==> src/rtl/detect_tura.sv <==
`default_nettype none
// ============================================================================
// Module      : detect_tura
// Description : Lap detector for the line-follower car. Synchronises the raw
//               reflective line sensors, recognises the start/finish marker
//               (all sensors on black), confirms it over PRAG samples and
//               emits one single-cycle pulse per lap. A lockout window and a
//               re-arm condition (clear track first) prevent double counting.
// Ports       : clk        - system clock
//               reset      - asynchronous active-low reset
//               senzori    - raw asynchronous sensor levels (1 = black)
//               activ      - enable; 0 forces ARMARE with counters cleared
//               tura_puls  - registered one-cycle lap pulse (to count_ture.tact)
//               armat      - registered, high while in ARMAT
//               blocat     - registered, high while in BLOCARE
//               pe_linie   - synchronised marker flag (AND of second stage)
// Revision    : 1.0 - initial release
// ============================================================================
module detect_tura #(
    parameter int NR_SENZORI   = 5,
    parameter int PRAG         = 8,
    parameter int TIMP_BLOCARE = 50000
) (
    input  logic                  clk,
    input  logic                  reset,
    input  logic [NR_SENZORI-1:0] senzori,
    input  logic                  activ,
    output logic                  tura_puls,
    output logic                  armat,
    output logic                  blocat,
    output logic                  pe_linie
);

    localparam logic [7:0]  c_prag      = 8'(PRAG);
    localparam logic [7:0]  c_prag_m1   = 8'(PRAG - 1);
    localparam logic [19:0] c_blocare_m1 = 20'(TIMP_BLOCARE - 1);

    typedef enum logic [1:0] {
        ARMARE  = 2'd0,
        ARMAT   = 2'd1,
        PULS    = 2'd2,
        BLOCARE = 2'd3
    } state_t;

    // Two-flop synchroniser per sensor bit
    logic [NR_SENZORI-1:0] r_s1;
    logic [NR_SENZORI-1:0] r_s2;
    logic                  w_marker;

    state_t      r_state;
    state_t      w_state_next;
    logic [7:0]  r_cnt_conf;
    logic [7:0]  w_cnt_conf_next;
    logic [19:0] r_cnt_bloc;
    logic [19:0] w_cnt_bloc_next;

    logic r_tura_puls;
    logic r_armat;
    logic r_blocat;

    assign w_marker = &r_s2;

    always_ff @(posedge clk or negedge reset) begin
        if (!reset) begin
            r_s1 <= '0;
            r_s2 <= '0;
        end else begin
            r_s1 <= senzori;
            r_s2 <= r_s1;
        end
    end

    // Confirmation counter increment, saturating at PRAG
    function automatic logic [7:0] conf_inc(input logic [7:0] v);
        return (v < c_prag) ? v + 8'd1 : v;
    endfunction

    always_comb begin
        w_state_next    = r_state;
        w_cnt_conf_next = r_cnt_conf;
        w_cnt_bloc_next = '0;

        case (r_state)
            ARMARE: begin
                // A car parked on the marker must first see clear track
                if (w_marker) begin
                    w_cnt_conf_next = '0;
                end else if (r_cnt_conf == c_prag_m1) begin
                    w_state_next    = ARMAT;
                    w_cnt_conf_next = '0;
                end else begin
                    w_cnt_conf_next = conf_inc(r_cnt_conf);
                end
            end
            ARMAT: begin
                if (!w_marker) begin
                    w_cnt_conf_next = '0;
                end else if (r_cnt_conf == c_prag_m1) begin
                    w_state_next    = PULS;
                    w_cnt_conf_next = '0;
                end else begin
                    w_cnt_conf_next = conf_inc(r_cnt_conf);
                end
            end
            PULS: begin
                w_state_next    = BLOCARE;
                w_cnt_conf_next = '0;
            end
            BLOCARE: begin
                w_cnt_conf_next = '0;
                if (r_cnt_bloc == c_blocare_m1) begin
                    w_state_next = ARMARE;
                end else begin
                    w_cnt_bloc_next = r_cnt_bloc + 20'd1;
                end
            end
            default: begin
                w_state_next    = ARMARE;
                w_cnt_conf_next = '0;
            end
        endcase

        // Disable overrides every transition
        if (!activ) begin
            w_state_next    = ARMARE;
            w_cnt_conf_next = '0;
            w_cnt_bloc_next = '0;
        end
    end

    always_ff @(posedge clk or negedge reset) begin
        if (!reset) begin
            r_state    <= ARMARE;
            r_cnt_conf <= '0;
            r_cnt_bloc <= '0;
        end else begin
            r_state    <= w_state_next;
            r_cnt_conf <= w_cnt_conf_next;
            r_cnt_bloc <= w_cnt_bloc_next;
        end
    end

    // Outputs registered from the next state so they track r_state exactly
    // and stay mutually exclusive.
    always_ff @(posedge clk or negedge reset) begin
        if (!reset) begin
            r_tura_puls <= 1'b0;
            r_armat     <= 1'b0;
            r_blocat    <= 1'b0;
        end else begin
            r_tura_puls <= (w_state_next == PULS);
            r_armat     <= (w_state_next == ARMAT);
            r_blocat    <= (w_state_next == BLOCARE);
        end
    end

    assign tura_puls = r_tura_puls;
    assign armat     = r_armat;
    assign blocat    = r_blocat;
    assign pe_linie  = w_marker;

endmodule
`default_nettype wire

==> config.mk <==
export PLATFORM = sky130hd
export DESIGN_NAME = detect_tura
export DESIGN_NICKNAME = d
export VERILOG_FILES = /design/src/rtl/detect_tura.sv
export SDC_FILE = /design/constraint.sdc
export NUM_CORES = 1
export LEC_CHECK = 0
export CAP_MARGIN = 20
export CORE_MARGIN = 5
export CORE_UTILIZATION = 30
export DETAILED_ROUTE_END_ITERATION = 6
export PLACE_DENSITY_LB_ADDON = 0.08
export RECOVER_POWER = 50
export SYNTH_ARGS = -nofsm -noshare
export SYNTH_HDL_FRONTEND = slang
export SYNTH_SLANG_ARGS = --single-unit
export TNS_END_PERCENT = 50
==> constraint.sdc <==
create_clock -name clk -period 3 [get_ports clk]
set_input_delay 0.3 -clock clk [delete_from_list [all_inputs] [get_ports clk]]
set_output_delay 0.3 -clock clk [all_outputs]
set_load 0.1 [all_outputs]
-- Word-level counts from Yosys, hierarchy flattened
Index checks and enable logic that the tools add are counted.
- flip-flop bits (word level): 43
- output and inout port bits: 4
- logic and storage cells: 38
- $add $sub $neg: 2
- $lt $le $gt $ge: 1
- eq/ne operators: 8
- mux-type cells: 16
- reduce and logical (&&, ||, !) cells: 3
- operators by type and width (kind ; number):
    20-bit 2-to-1 mux ; 3
    8-bit 2-to-1 mux ; 5
    8-bit one-hot mux with 3 select lines ; 1
    20-bit by 1-bit adder with 20-bit output (second input constant) ; 1
    20-bit by 16-bit equality test with 1-bit output (second input constant) ; 1
    2-bit 2-to-1 mux ; 6
    8-bit by 1-bit adder with 8-bit output (second input constant) ; 1
    2-bit equality test (second input constant) ; 4
    8-bit by 3-bit equality test with 1-bit output (second input constant) ; 1
    8-bit by 4-bit < comparator with 1-bit output (second input constant) ; 1
    2-bit one-hot mux with 4 select lines ; 1
    5-bit AND reduction ; 1
    2-bit by 1-bit equality test with 1-bit output (second input constant) ; 2
    2-bit zero test ; 1
    2-bit OR reduction ; 1

-- Depth between registers and ports, before layout
- depth after elaboration: 6
- mapped depth: 7

-- Worst setup path after synthesis
No wires, ideal clock.
- path type: flip-flop to flip-flop
- start point: register r_s2[4]
- end point: register r_state[0]
- library setup time: 0.124 ns
- arrival time: 1.675 ns
- data required time: 2.876 ns
- slack: 1.202 ns
- cell stages (with the launch flop): 5
- cell sequence: dfrtp_1 -> and4_1 -> and2_1 -> mux2_2 -> o21bai_1
- cells in the longest elaborated chain, start to end: 4
- RTL lines (element ; RTL line ; RTL):
    start, declared ; 47 ; logic [NR_SENZORI-1:0] r_s2;
    start signal, assigned ; 69 ; r_s2 <= r_s1;
    5-bit AND reduction (*) ; 61 ; assign w_marker = &r_s2;
    named net pe_linie ; 31 ; output logic pe_linie
    2-bit 2-to-1 mux (on tied branches) ; 96, 86 ;
    2-bit one-hot mux with 4 select lines (*) ; 83 ; case (r_state)
    2-bit 2-to-1 mux (*) ; 124 ; if (!activ) begin
    named net w_state_next[0] ; 51 ; state_t w_state_next;
    end signal, assigned ; 137 ; r_state <= w_state_next;
    end, declared ; 50 ; state_t r_state;
The timed path passes the listed nets; every way through them passes the cells marked *.

-- Worst setup path after layout
- start point: register r_blocat, in the netlist blocat
- end point: output blocat
- RTL lines (element ; RTL line ; RTL):
    start, declared ; 59 ; logic r_blocat;
    start signal, assigned ; 153 ; r_blocat <= (w_state_next == BLOCARE);
    end, declared ; 30 ; output logic blocat,
No word-level cell between the ends.

==> results.ini <==
[synthesis]
synth-edff-count=0
synth_xor_area_frac=0.0699
synth_common_cells=dfrtp_1, nor2_1, xnor2_1
synth_ff_type=dfrtp_1
synth_top_family_by_area=simple AND/OR/NAND/NOR gates
yosysWarnings=0
synth_simple_gate_area_frac=0.246
synth.distinct_cells=42
synth_most_common_cell=dfrtp_1
synthArstFlopShare=1.00
yosys.area.top_type=dfrtp_1
ys_ff_latch=43
syn_avg_cell_area_um2=11.5
synth_top_area_frac=0.573
syn_inst=164
synthMuxAreaShare=0.0166
synth_area_leaders=dfrtp_1, xnor2_1, nor2_1, nand4_4, nor4_1
ys_seq_area_frac=0.573
synth_compound_area_frac=0.0546
synth_fa_ha_area_frac=0.0133
synth_area_um2=1880
syn_nets=174

[power]
switching_share=0.214
p_seq_frac=0.549
switching_power_uw=232
pwr-share-clk=0.415
power_frac_comb=0.036
p_int_uw=854
leakage_uw=0.000927
power_uw=1090
vdd_drop_max_mv=0.212
p_per_area_nw_per_um2=495

[setup_path]
rr_startpoint=r_cnt_bloc[0]$_DFF_PN0_
critPathCaptureType=output pin
criticalPathCategory=flip-flop to output pin
worstSetupEndpoint=blocat
reg2reg_depth=5
crit_path_start_kind=flip-flop
cp_data_arrival_time_ps=1750
r2r_slack_ps=1070
crit_fanout=1
r2r_end=r_cnt_bloc[19]$_DFF_PN0_
cp_num_cells=1
crit_chain=clkdlybuf4s50_1
cp_top_family=buffers and inverters
critPathMaxStageDelay_ps=1120
crit_buf_inv=1
crit_start=blocat$_DFF_PN0_
worstPathRequired_ps=2700
slowest_stage=clkdlybuf4s50_1

[sta]
setup_ws_ps=945
hold_violations=0
tightestPinTransition_ps=1070
finClkSkew_ps=6.51
fin_crit_sh=0.685
period_minus_slack_ps=2050
grt_setup_unrepaired=false
fmax_mhz=487
tns_ps=0
drv_slew=0
setup_viol_count_final=0
relSlewSlack=0.286

[placed_design]
io_buffer_count=11
hpwl_um=2450
placed_cell_area_um2=2050
post-place-ws_ps=1080
gp_congestion=0.759

[clock_network]
cts_hold_buffers=0
cts-buffers-inserted=5
cts_buffer_depth=2
cts_resized=0
cts_setup_buffers=0
cts-root-buf=clkbuf_8
clock-sinks=43
cts.clk_slew.worst_paths_ps=90
htreeDepth=2
clk_latency_ps=290
cts_tree=yes

[floorplan]
coreArea_um2=5990
rows=28
design.portCount=12
dieArea_um2=7950
die_x_um=89.1
die_h_um=89.1
initial_core_util=0.314

[global_routing]
grtUsageTotal=0.102
first_global_vias=1314
overflow=0
grt_pass1_wl_um=6110
grt_max_degree=44
antenna_found_initial=0

[finish]
fin_area_um2=2190
drive_gt1_frac=0.110
syn2layout_area_growth_pct=16.7
fin_util=0.366
nNetsFinal=191
antenna_cells=0

[detailed_routing]
drt-total-wl_um=3540
firstDrtPassIters=5
antenna_left=0
viasPerCell=4.84
vias=1243
detail_route.wl_per_cell_um=13.8
drc=0
drt_iter0_markers=40

[run_status]
status=completed

[job]
maxCapViolations=0

[worst_hold_path]
holdCritPathClass=flip-flop to flip-flop

==> sequential cells by signal, indices dropped and copies added (netlist names) <==
name,count
blocat,1
r_state,2
r_cnt_bloc,20
armat,1
r_s2,5
r_cnt_conf,8
tura_puls,1
r_s1,5
==> worst min path at each step <==
stage | slack, ps | endpoint | start | cells past startpoint
final | 350 | r_s2[0]$_DFF_PN0_ | r_s1[0]$_DFF_PN0_ | 0
after global routing | 360 | r_s2[2]$_DFF_PN0_ | r_s1[2]$_DFF_PN0_ | 0
after CTS | 180 | r_cnt_conf[2]$_DFF_PN0_ | reset | 1
after detailed placement | 330 | r_s2[3]$_DFF_PN0_ | r_s1[3]$_DFF_PN0_ | 0
after global placement | 330 | r_s2[2]$_DFF_PN0_ | r_s1[2]$_DFF_PN0_ | 0
after floorplan | 4 | armat$_DFF_PN0_ | reset | 0
==> power groups by stage <==
stage               logic, uW  clock network, uW  registers [uW]
floorplan                13.2                  0             606
global placement         36.4                  0             607
detailed placement       38.1                  0             608
CTS                      38.2                469             596
global route             45.6                489             597
finish                   39.4                451             596
==> placed cells by master, fill, tap and decap left out, types with 4 or more instances in the layout <==
cell / instances
a21oi_1: 4
and2_1: 4
and3_1: 5
clkbuf_8: 5
clkdlybuf4s50_1: 4
dfrtp_1: 43
dlygate4sd3_1: 6
inv_1: 7
nand2_1: 8
nand3_1: 7
nor2_1: 25
nor3_1: 4
nor4_1: 6
xnor2_1: 13
==> area by class of cell <==
class	instances	area (um^2)
Multi-Input combinational cell	111	753
Fill cell	582	3800
Clock buffer	5	68.8
Inverter	7	26.3
Clock inverter	3	43.8
Tap cell	75	93.8
Sequential cell	43	1080
Timing Repair Buffer	13	131
==> cells by family after synthesis <==
group / count (synthesis)
buffers and inverters: 10
AND/OR/NAND/NOR: 77
AO/OA/AOI/OAI: 14
multiplexers: 3
XOR/XNOR: 15
adder cells (fa/ha/maj): 2
flip-flops: 43
==> per-stage QoR <==
stage / hold slack [ps] / cells
floorplan: 4.41 / 164
global placement: 333 / 247
detailed placement: 335 / 247
CTS: 184 / 255
global route: 361 / 257
finish: 354 / 257
==> metal layers <==
layer / track usage / vias to the layer above / routed length (um)
li1: - / 603 / -
met1: 0.126 / 626 / 1670
met2: 0.166 / 12 / 1730
met3: 0.0332 / 2 / 110
met4: 0.0365 / 0 / 26
met5: 0 / - / 0
No activity file was read; power rests on OpenSTA's default activity.
